**config.mk**
```make
export PLATFORM = sky130hd
export DESIGN_NAME = uart_receiver
export DESIGN_NICKNAME = d
export VERILOG_FILES = /design/src/rtl/uart_receiver.sv
export SDC_FILE = /design/constraint.sdc
export NUM_CORES = 1
export LEC_CHECK = 0
export BUFFER_PORTS_ARGS = -buffer_cell sky130_fd_sc_hd__buf_4
export CAP_MARGIN = 40
export CORE_ASPECT_RATIO = 1.5
export CORE_MARGIN = 2
export CORE_UTILIZATION = 55
export CTS_BUF_LIST = sky130_fd_sc_hd__clkbuf_2
export CTS_CLUSTER_DIAMETER = 40
export DETAILED_ROUTE_END_ITERATION = 12
export GPL_ROUTABILITY_DRIVEN = 0
export MAX_ROUTING_LAYER = met4
export PLACE_DENSITY = 0.76
export SLEW_MARGIN = 20
export SYNTH_ARGS = -nofsm -noshare
export SYNTH_HDL_FRONTEND = slang
export SYNTH_SLANG_ARGS = --single-unit
```
**constraint.sdc**
```tcl
create_clock -name clk -period 3.1 [get_ports clk]
set_input_delay 0 -clock clk [delete_from_list [all_inputs] [get_ports clk]]
set_output_delay 0 -clock clk [all_outputs]
set_load 0.005 [all_outputs]
```
**src/rtl/uart_receiver.sv**
```systemverilog
// uart_receiver: oversampled 8N1/8E1/8O1 serial receive stage with a
// one-entry holding register, valid/read handshake and per-frame error flags.
//
// state  | meaning
// -------+---------------------------------------------------------------
// IDLE   | line idle; waiting for rx_s low on a bclk; parity config tracked
// START  | qualifying start bit; re-checked at mid-bit to reject glitches
// DATA   | sampling DATA_BITS data bits, LSB first, one per full bit period
// PARITY | sampling the parity bit (only when parity was enabled at start)
// STOP   | sampling the stop bit; delivers the frame and returns to IDLE
module uart_receiver #(
  parameter int OVERSAMPLE = 16,
  parameter int DATA_BITS  = 8
) (
  input  logic                 clk,
  input  logic                 reset,
  input  logic                 bclk,
  input  logic                 rx,
  input  logic                 parity_en,
  input  logic                 parity_odd,
  input  logic                 rd_en,
  output logic [DATA_BITS-1:0] rx_data,
  output logic                 rx_valid,
  output logic                 frame_err,
  output logic                 parity_err,
  output logic                 overrun_err,
  output logic                 busy
);

  localparam int TICK_W = $clog2(OVERSAMPLE);
  localparam int BIT_W  = (DATA_BITS > 1) ? $clog2(DATA_BITS) : 1;

  localparam logic [TICK_W-1:0] TICK_MID = TICK_W'(OVERSAMPLE / 2 - 1);
  localparam logic [TICK_W-1:0] TICK_END = TICK_W'(OVERSAMPLE - 1);
  localparam logic [TICK_W-1:0] TICK_ONE = TICK_W'(1);
  localparam logic [BIT_W-1:0]  BIT_LAST = BIT_W'(DATA_BITS - 1);
  localparam logic [BIT_W-1:0]  BIT_ONE  = BIT_W'(1);

  localparam logic [2:0] S_IDLE   = 3'd0;
  localparam logic [2:0] S_START  = 3'd1;
  localparam logic [2:0] S_DATA   = 3'd2;
  localparam logic [2:0] S_PARITY = 3'd3;
  localparam logic [2:0] S_STOP   = 3'd4;

  logic                 rx_meta_q, rx_meta_d;
  logic                 rx_s_q, rx_s_d;
  logic [2:0]           state_q, state_d;
  logic [TICK_W-1:0]    tick_q, tick_d;
  logic [BIT_W-1:0]     bit_q, bit_d;
  logic [DATA_BITS-1:0] shift_q, shift_d;
  logic                 pen_q, pen_d;
  logic                 podd_q, podd_d;
  logic                 perr_q, perr_d;
  logic [DATA_BITS-1:0] data_q, data_d;
  logic                 valid_q, valid_d;
  logic                 frame_err_q, frame_err_d;
  logic                 parity_err_q, parity_err_d;
  logic                 overrun_q, overrun_d;
  logic                 busy_q, busy_d;
  logic                 deliver;
  logic                 ferr;

  // Two-flop synchronizer for the asynchronous serial line.
  always_comb begin
    rx_meta_d = rx;
    rx_s_d    = rx_meta_q;
  end

  // Frame FSM plus holding-register / handshake next-state logic.
  always_comb begin
    state_d      = state_q;
    tick_d       = tick_q;
    bit_d        = bit_q;
    shift_d      = shift_q;
    pen_d        = pen_q;
    podd_d       = podd_q;
    perr_d       = perr_q;
    data_d       = data_q;
    valid_d      = valid_q;
    frame_err_d  = frame_err_q;
    parity_err_d = parity_err_q;
    overrun_d    = overrun_q;
    deliver      = 1'b0;
    ferr         = 1'b0;

    case (state_q)
      S_IDLE: begin
        // Config keeps tracking the inputs until a start is seen, then freezes.
        pen_d  = parity_en;
        podd_d = parity_odd;
        perr_d = 1'b0;
        if (bclk && !rx_s_q) begin
          state_d = S_START;
          tick_d  = '0;
        end
      end
      S_START: begin
        if (bclk) begin
          if (tick_q == TICK_MID) begin
            tick_d = '0;
            if (!rx_s_q) begin
              state_d = S_DATA;
              bit_d   = '0;
            end else begin
              state_d = S_IDLE;
            end
          end else begin
            tick_d = tick_q + TICK_ONE;
          end
        end
      end
      S_DATA: begin
        if (bclk) begin
          if (tick_q == TICK_END) begin
            tick_d  = '0;
            shift_d = {rx_s_q, shift_q[DATA_BITS-1:1]};
            bit_d   = bit_q + BIT_ONE;
            if (bit_q == BIT_LAST) begin
              state_d = pen_q ? S_PARITY : S_STOP;
            end
          end else begin
            tick_d = tick_q + TICK_ONE;
          end
        end
      end
      S_PARITY: begin
        if (bclk) begin
          if (tick_q == TICK_END) begin
            tick_d  = '0;
            perr_d  = (^shift_q) ^ rx_s_q ^ podd_q;
            state_d = S_STOP;
          end else begin
            tick_d = tick_q + TICK_ONE;
          end
        end
      end
      S_STOP: begin
        if (bclk) begin
          if (tick_q == TICK_END) begin
            tick_d  = '0;
            ferr    = ~rx_s_q;
            deliver = 1'b1;
            state_d = S_IDLE;
          end else begin
            tick_d = tick_q + TICK_ONE;
          end
        end
      end
      default: begin
        state_d = S_IDLE;
        tick_d  = '0;
      end
    endcase

    // A delivery always wins over a read in the same cycle.
    if (deliver) begin
      data_d       = shift_q;
      frame_err_d  = ferr;
      parity_err_d = perr_q;
      valid_d      = 1'b1;
      if (rd_en) begin
        overrun_d = 1'b0;
      end else if (valid_q) begin
        overrun_d = 1'b1;
      end
    end else if (rd_en && valid_q) begin
      valid_d   = 1'b0;
      overrun_d = 1'b0;
    end

    busy_d = (state_d != S_IDLE);
  end

  // State registers with synchronous active-high reset.
  always_ff @(posedge clk) begin
    if (reset) begin
      rx_meta_q    <= 1'b1;
      rx_s_q       <= 1'b1;
      state_q      <= S_IDLE;
      tick_q       <= '0;
      bit_q        <= '0;
      shift_q      <= '0;
      pen_q        <= 1'b0;
      podd_q       <= 1'b0;
      perr_q       <= 1'b0;
      data_q       <= '0;
      valid_q      <= 1'b0;
      frame_err_q  <= 1'b0;
      parity_err_q <= 1'b0;
      overrun_q    <= 1'b0;
      busy_q       <= 1'b0;
    end else begin
      rx_meta_q    <= rx_meta_d;
      rx_s_q       <= rx_s_d;
      state_q      <= state_d;
      tick_q       <= tick_d;
      bit_q        <= bit_d;
      shift_q      <= shift_d;
      pen_q        <= pen_d;
      podd_q       <= podd_d;
      perr_q       <= perr_d;
      data_q       <= data_d;
      valid_q      <= valid_d;
      frame_err_q  <= frame_err_d;
      parity_err_q <= parity_err_d;
      overrun_q    <= overrun_d;
      busy_q       <= busy_d;
    end
  end

  assign rx_data     = data_q;
  assign rx_valid    = valid_q;
  assign frame_err   = frame_err_q;
  assign parity_err  = parity_err_q;
  assign overrun_err = overrun_q;
  assign busy        = busy_q;

endmodule

```
# [After elaboration in Yosys (flattened, before gate mapping)]
# Index checks and enable logic that the tools add are counted.
[word_totals] output_inout_bits=13 ff_bits=36 inputBits=7 elab_cells=91
[op_classes] n_addsub=2 n_reduce_logical=15 n_eq_ne=17 bitwise_logic=3 n_mux=39
[op_table] op="$mux 3" count=16
[op_table] op="$mux 4" count=5
[op_table] op="$ne 2x2->1 const B" count=8
[op_table] op="$pmux 3 s5" count=1
[op_table] op="$mux 1" count=13
[op_table] op="$pmux 4 s3" count=1
[op_table] op="$reduce_and 3->1" count=3
[op_table] op="$reduce_xor 8->1" count=1
[op_table] op="$eq 3x2->1 const B" count=2
[op_table] op="$eq 3x3->1 const B" count=2
[op_table] op="$pmux 3 s2" count=1
[op_table] op="$reduce_and 6->1" count=1
[op_table] op="$reduce_bool 2->1" count=3
[op_table] op="$add 4x1->4 const B" count=1
[op_table] op="$eq 4x3->1 const B" count=1
[op_table] op="$eq 4x4->1 const B" count=1
[op_table] op="$add 3x1->3 const B" count=1
[op_table] op="$eq 3x1->1 const B" count=1
[op_table] op="$logic_not 3->1" count=1
[op_table] op="$ne 3x3->1 const B" count=1
[op_table] op="$reduce_bool 3->1" count=1
[op_table] op="$reduce_or 3->1" count=1
[op_table] op="$logic_and 1x1->1" count=2
[op_table] op="$mux 2" count=1
[op_table] op="other kinds (6)" count=7

# [Depth between registers and ports, before layout]
[depth] depth_word=6 mapped_depth=7 depth_no_buf=7

# [Least setup slack after synthesis]
# No wires, ideal clock.
[synth_timing] kind="reg2reg" startpoint="reg tick_q[0]" endpoint="reg busy_q (netlist: busy)" synth_period_minus_slack_ps=1634 path_stages_with_launch=8 setup_slack_ps=1466 arrival_time_ps=1515 path_buffers=1 setup_ps=120 cell_sequence="dfxtp_1 > ha_1 > and3_1 > buf_6 > o22ai_1 > nor2_1 > o22a_1 > o31a_1"
[synth_via] elab_chain_len=5 word_cells_on_any_way=12
[synth_lines] element="start: declaration" line_no="48" rtl="logic [TICK_W-1:0] tick_q, tick_d;"
[synth_lines] element="start signal: assignment" line_no="196" rtl="tick_q <= tick_d;"
[synth_lines] element="$eq 4x4->1 or $eq 4x3->1 (tied branches)"
[synth_lines] element="$mux 3, on equally long branches (2 in series)"
[synth_lines] element="$pmux 3 s5 *" line_no="86" rtl="case (state_q)"
[synth_lines] element="$reduce_bool 3->1 *" line_no="171" rtl="busy_d = (state_d != S_IDLE);"
[synth_lines] element="end signal: assignment" line_no="207" rtl="busy_q <= busy_d;"
[synth_lines] element="end: declaration" line_no="59" rtl="logic busy_q, busy_d;"
# Mark *: on every way between the ends. The rest lies on a longest branch, timed or not.
# A chain may end at the register's enable or synchronous reset.

# [Final worst setup path]
[layout_timing] startpoint="reg tick_q[0]" endpoint="reg valid_q (netlist: rx_valid)"
[layout_via] elab_chain_len=5 word_cells_on_any_way=6
[layout_lines] element="$eq 4x4->1 *" line_no="139" rtl="if (tick_q == TICK_END) begin"
[layout_lines] element="$mux 1 *" line_no="139"
[layout_lines] element="$mux 1 *" line_no="138" rtl="if (bclk) begin"
[layout_lines] element="$mux 1 *" line_no="86"
[layout_lines] element="$mux 1 or $reduce_bool 2->1 (tied branches)"
[layout_lines] element="end signal: assignment" line_no="203" rtl="valid_q <= valid_d;"
[layout_lines] element="end: declaration" line_no="55" rtl="logic valid_q, valid_d;"
# Marks and branches as above.

==> impl_metrics.csv <==
group,metric,value,unit
route,wl_met1,1450,um
cts,clk_latency,0.41,ns
worst_setup_path,required,3.46,ns
sta,maxSlewHeadroom,64.3,%
sta,finalSetupViolCount,0,
finish,seqCellArea,721,sq um
route,wl_met3,139,um
worst_setup_path,setup.worst_path.start,"tick_q[0]",
finish,fin_cells,257,
floorplan,rows,24,
floorplan,die_area,3590,sq um
synth,yosysUniqueCellTypes,41,
finish,syn_to_final_growth,15.5,%
floorplan,io_pins,20,
synth,ys.flop_type,"dfxtp_1",
finish,nets,227,
sta,finalCritPeriodShare,76.9,%
status,outcome,"completed",
finish,drive_above_1_share,17.9,%
finish,fill_cells,262,
synth,ys_ff_latch,36,
cts,cts_tree,"done",
synth,syn_area,1720,sq um
worst_setup_path,rrSetupSlack,0.71,ns
cts,holdBufCountCts,8,
floorplan,fp.coreArea,2940,sq um
power,vdd_drop_max,316,uV
synth,async_flop_share,0,%
worst_setup_path,crit_arrival,2.74,ns
synth,synth_edf_count,0,
placed_design,port-buffer-count,19,
worst_setup_path,crit_fanout,12,
cts,clock-sinks,36,
global_routing,grtUsageTotal,22.8,%
route,vias_per_cell,5.43,
cts,cts_made_buffers,5,
route,drt_iter0_markers,51,
route,firstDrtPassIters,4,
floorplan,die-width,49.6,um
placed_design,dpl.hpwl,2460,um
cts,cts_root_buf,"clkbuf_2",
power,power,732,uW
global_routing,grt_antenna_before_repair,0,
route,wl,3580,um
cts,h-tree-depth,2,
worst_setup_path,critPathCapture,"rx_valid",
finish,fin_util,67.3,%
sta,final_hold_viol_count,0,
sta,fin_hold_ws,0.135,ns
synth,synth_cells,192,
global_routing,overflow,0,
sta,fmax,0.419,GHz
sta,fin_setup_tns,0,ns
power,power.density,370,nW/um^2
synth,synth_warnings,0,
worst_setup_path,worstReg2RegEnd,"rx_valid",
route,top_layer,"met4",
placed_design,place_inst,241,
synth,ys_seq_area_share,42.0,%
floorplan,start_util,58.3,%
route,met2_length,1940,um
finish,diodes,0,
worst_setup_path,r2r.worst_path.cells,5,
power,leakagePower,0.000776,uW
sta,slew_violations,0,
global_routing,grt_pass1_wl,6030,um
finish,multi_input_area,913,sq um
route,drcViolationCount,0,
synth,synth_nets,202,
sta,fin_crit,2.39,ns
worst_setup_path,start_kind,"flip-flop",
cts,max-clock-path-buffers,2,
route,vias,1395,
cts,post-cts-setup-buffers,0,
floorplan,die_h,72.4,um
worst_setup_path,end_kind,"flip-flop",
sta,skew,0.0136,ns
route,avgRoutedWirePerCell,13.9,um
global_routing,grt_start_max_net_pins,33,
synth,syn-mean-instance-area,8.93,sq um
flow_run,maxCapViolations,0,
cts,clk_pin_slew,0.19,ns
worst_setup_path,crit_type,"reg2reg",
route,antenna_left,0,
cts,cts_resized,0,
worst_hold_path,min_path_type,"in2reg",
sta,grt_setup_unrepaired,"no",
global_routing,first_global_vias,1355,
worst_setup_path,r2r_start,"tick_q[0]",
sta,tightest_slew,0.534,ns
==> placed cells by master (no fill, tap or decap), types with 3 or more instances in the layout <==
cell type,netlist,routed
and2_1,6,6
nand2b_1,5,5
buf_4,3,21
nor2_1,18,18
inv_1,3,3
nand2_1,26,26
mux2i_1,13,13
nor2b_1,4,4
clkbuf_2,0,5
a21oi_1,18,18
o21ai_1,4,4
nand3_1,4,4
ha_1,3,3
dlygate4sd3_1,0,8
xnor2_1,9,9
dfxtp_1,36,36
==> per-stage QoR <==
stage,cell area [sq um],setup slack (ns)
floorplan,1720,1.47
global placement,1850,1.38
detailed placement,1850,1.26
CTS,1980,0.814
global route,1980,0.572
finish,1980,0.715
==> synth_stat cells, types with 4 or more instances <==
library cell	instances	area [sq um]
a21oi_1	18	90.1
and2_1	6	37.5
clkbuf_1	4	15.0
dfxtp_1	36	721
mux2i_1	13	130
nand2_1	26	97.6
nand2b_1	5	31.3
nand3_1	4	20.0
nor2_1	18	67.6
nor2b_1	4	25.0
o21ai_1	4	20.0
xnor2_1	9	78.8
==> layout make-up <==
type / count / area share (%)
tap: 39 / 2.46
timing repair buffer: 29 / 12.0
clock inverter: 3 / 1.20
sequential: 36 / 36.4
multi-input combinational: 142 / 46.1
inverter: 3 / 0.569
clock buffer: 5 / 1.26
==> state kept, by name, indices dropped and copies added, names as in the netlist <==
| signal | cells |
|---|---|
| rx_s_q | 1 |
| state_q | 3 |
| frame_err | 1 |
| tick_q | 4 |
| rx_meta_q | 1 |
| rx_valid | 1 |
| perr_q | 1 |
| overrun_err | 1 |
| bit_q | 3 |
| rx_data | 8 |
| shift_q | 8 |
| busy | 1 |
| parity_err | 1 |
| pen_q | 1 |
| podd_q | 1 |
==> cells by family after synthesis <==
kind of cell | synth area share (%)
simple gates | 23.9
flops | 42.0
mux | 7.59
compound gates | 12.7
buf+inv | 4.74
xor+xnor | 6.93
fa+ha+maj | 2.19
==> critical path, stage by stage (launching register included) <==
cell	delay [ns]
dfxtp_1	0.41
ha_1	0.27
and3_1	0.34
nand4_1	0.46
a21oi_1	0.30
dlygate4sd3_1	0.56
==> worst min path at each step <==
stage / startpoint / to / slack, ns / cells past startpoint
6_report: bclk / tick_q[1] / 0.14 / 5
5_1_grt: bclk / tick_q[1] / 0.18 / 5
4_1_cts: bclk / tick_q[1] / 0.13 / 5
3_5_place_dp: rx / rx_meta_q / 0.20 / 2
3_3_place_gp: rx / rx_meta_q / 0.19 / 2
2_1_floorplan: rx / rx_meta_q / 0.10 / 1
==> where the power goes <==
part,total [uW],switching (uW),internal (uW)
registers,469,2.49,467
clock network,230,174,56.1
logic,32.8,15.2,17.7
==> routing by layer <==
metal | up-vias | track usage, %
met2 | 25 | 40.4
met1 | 663 | 24.3
met4 | 0 | 7.41
li1 | 702 | -
met5 | - | -
met3 | 5 | 6.38
Power figures use the tool's default switching activity.
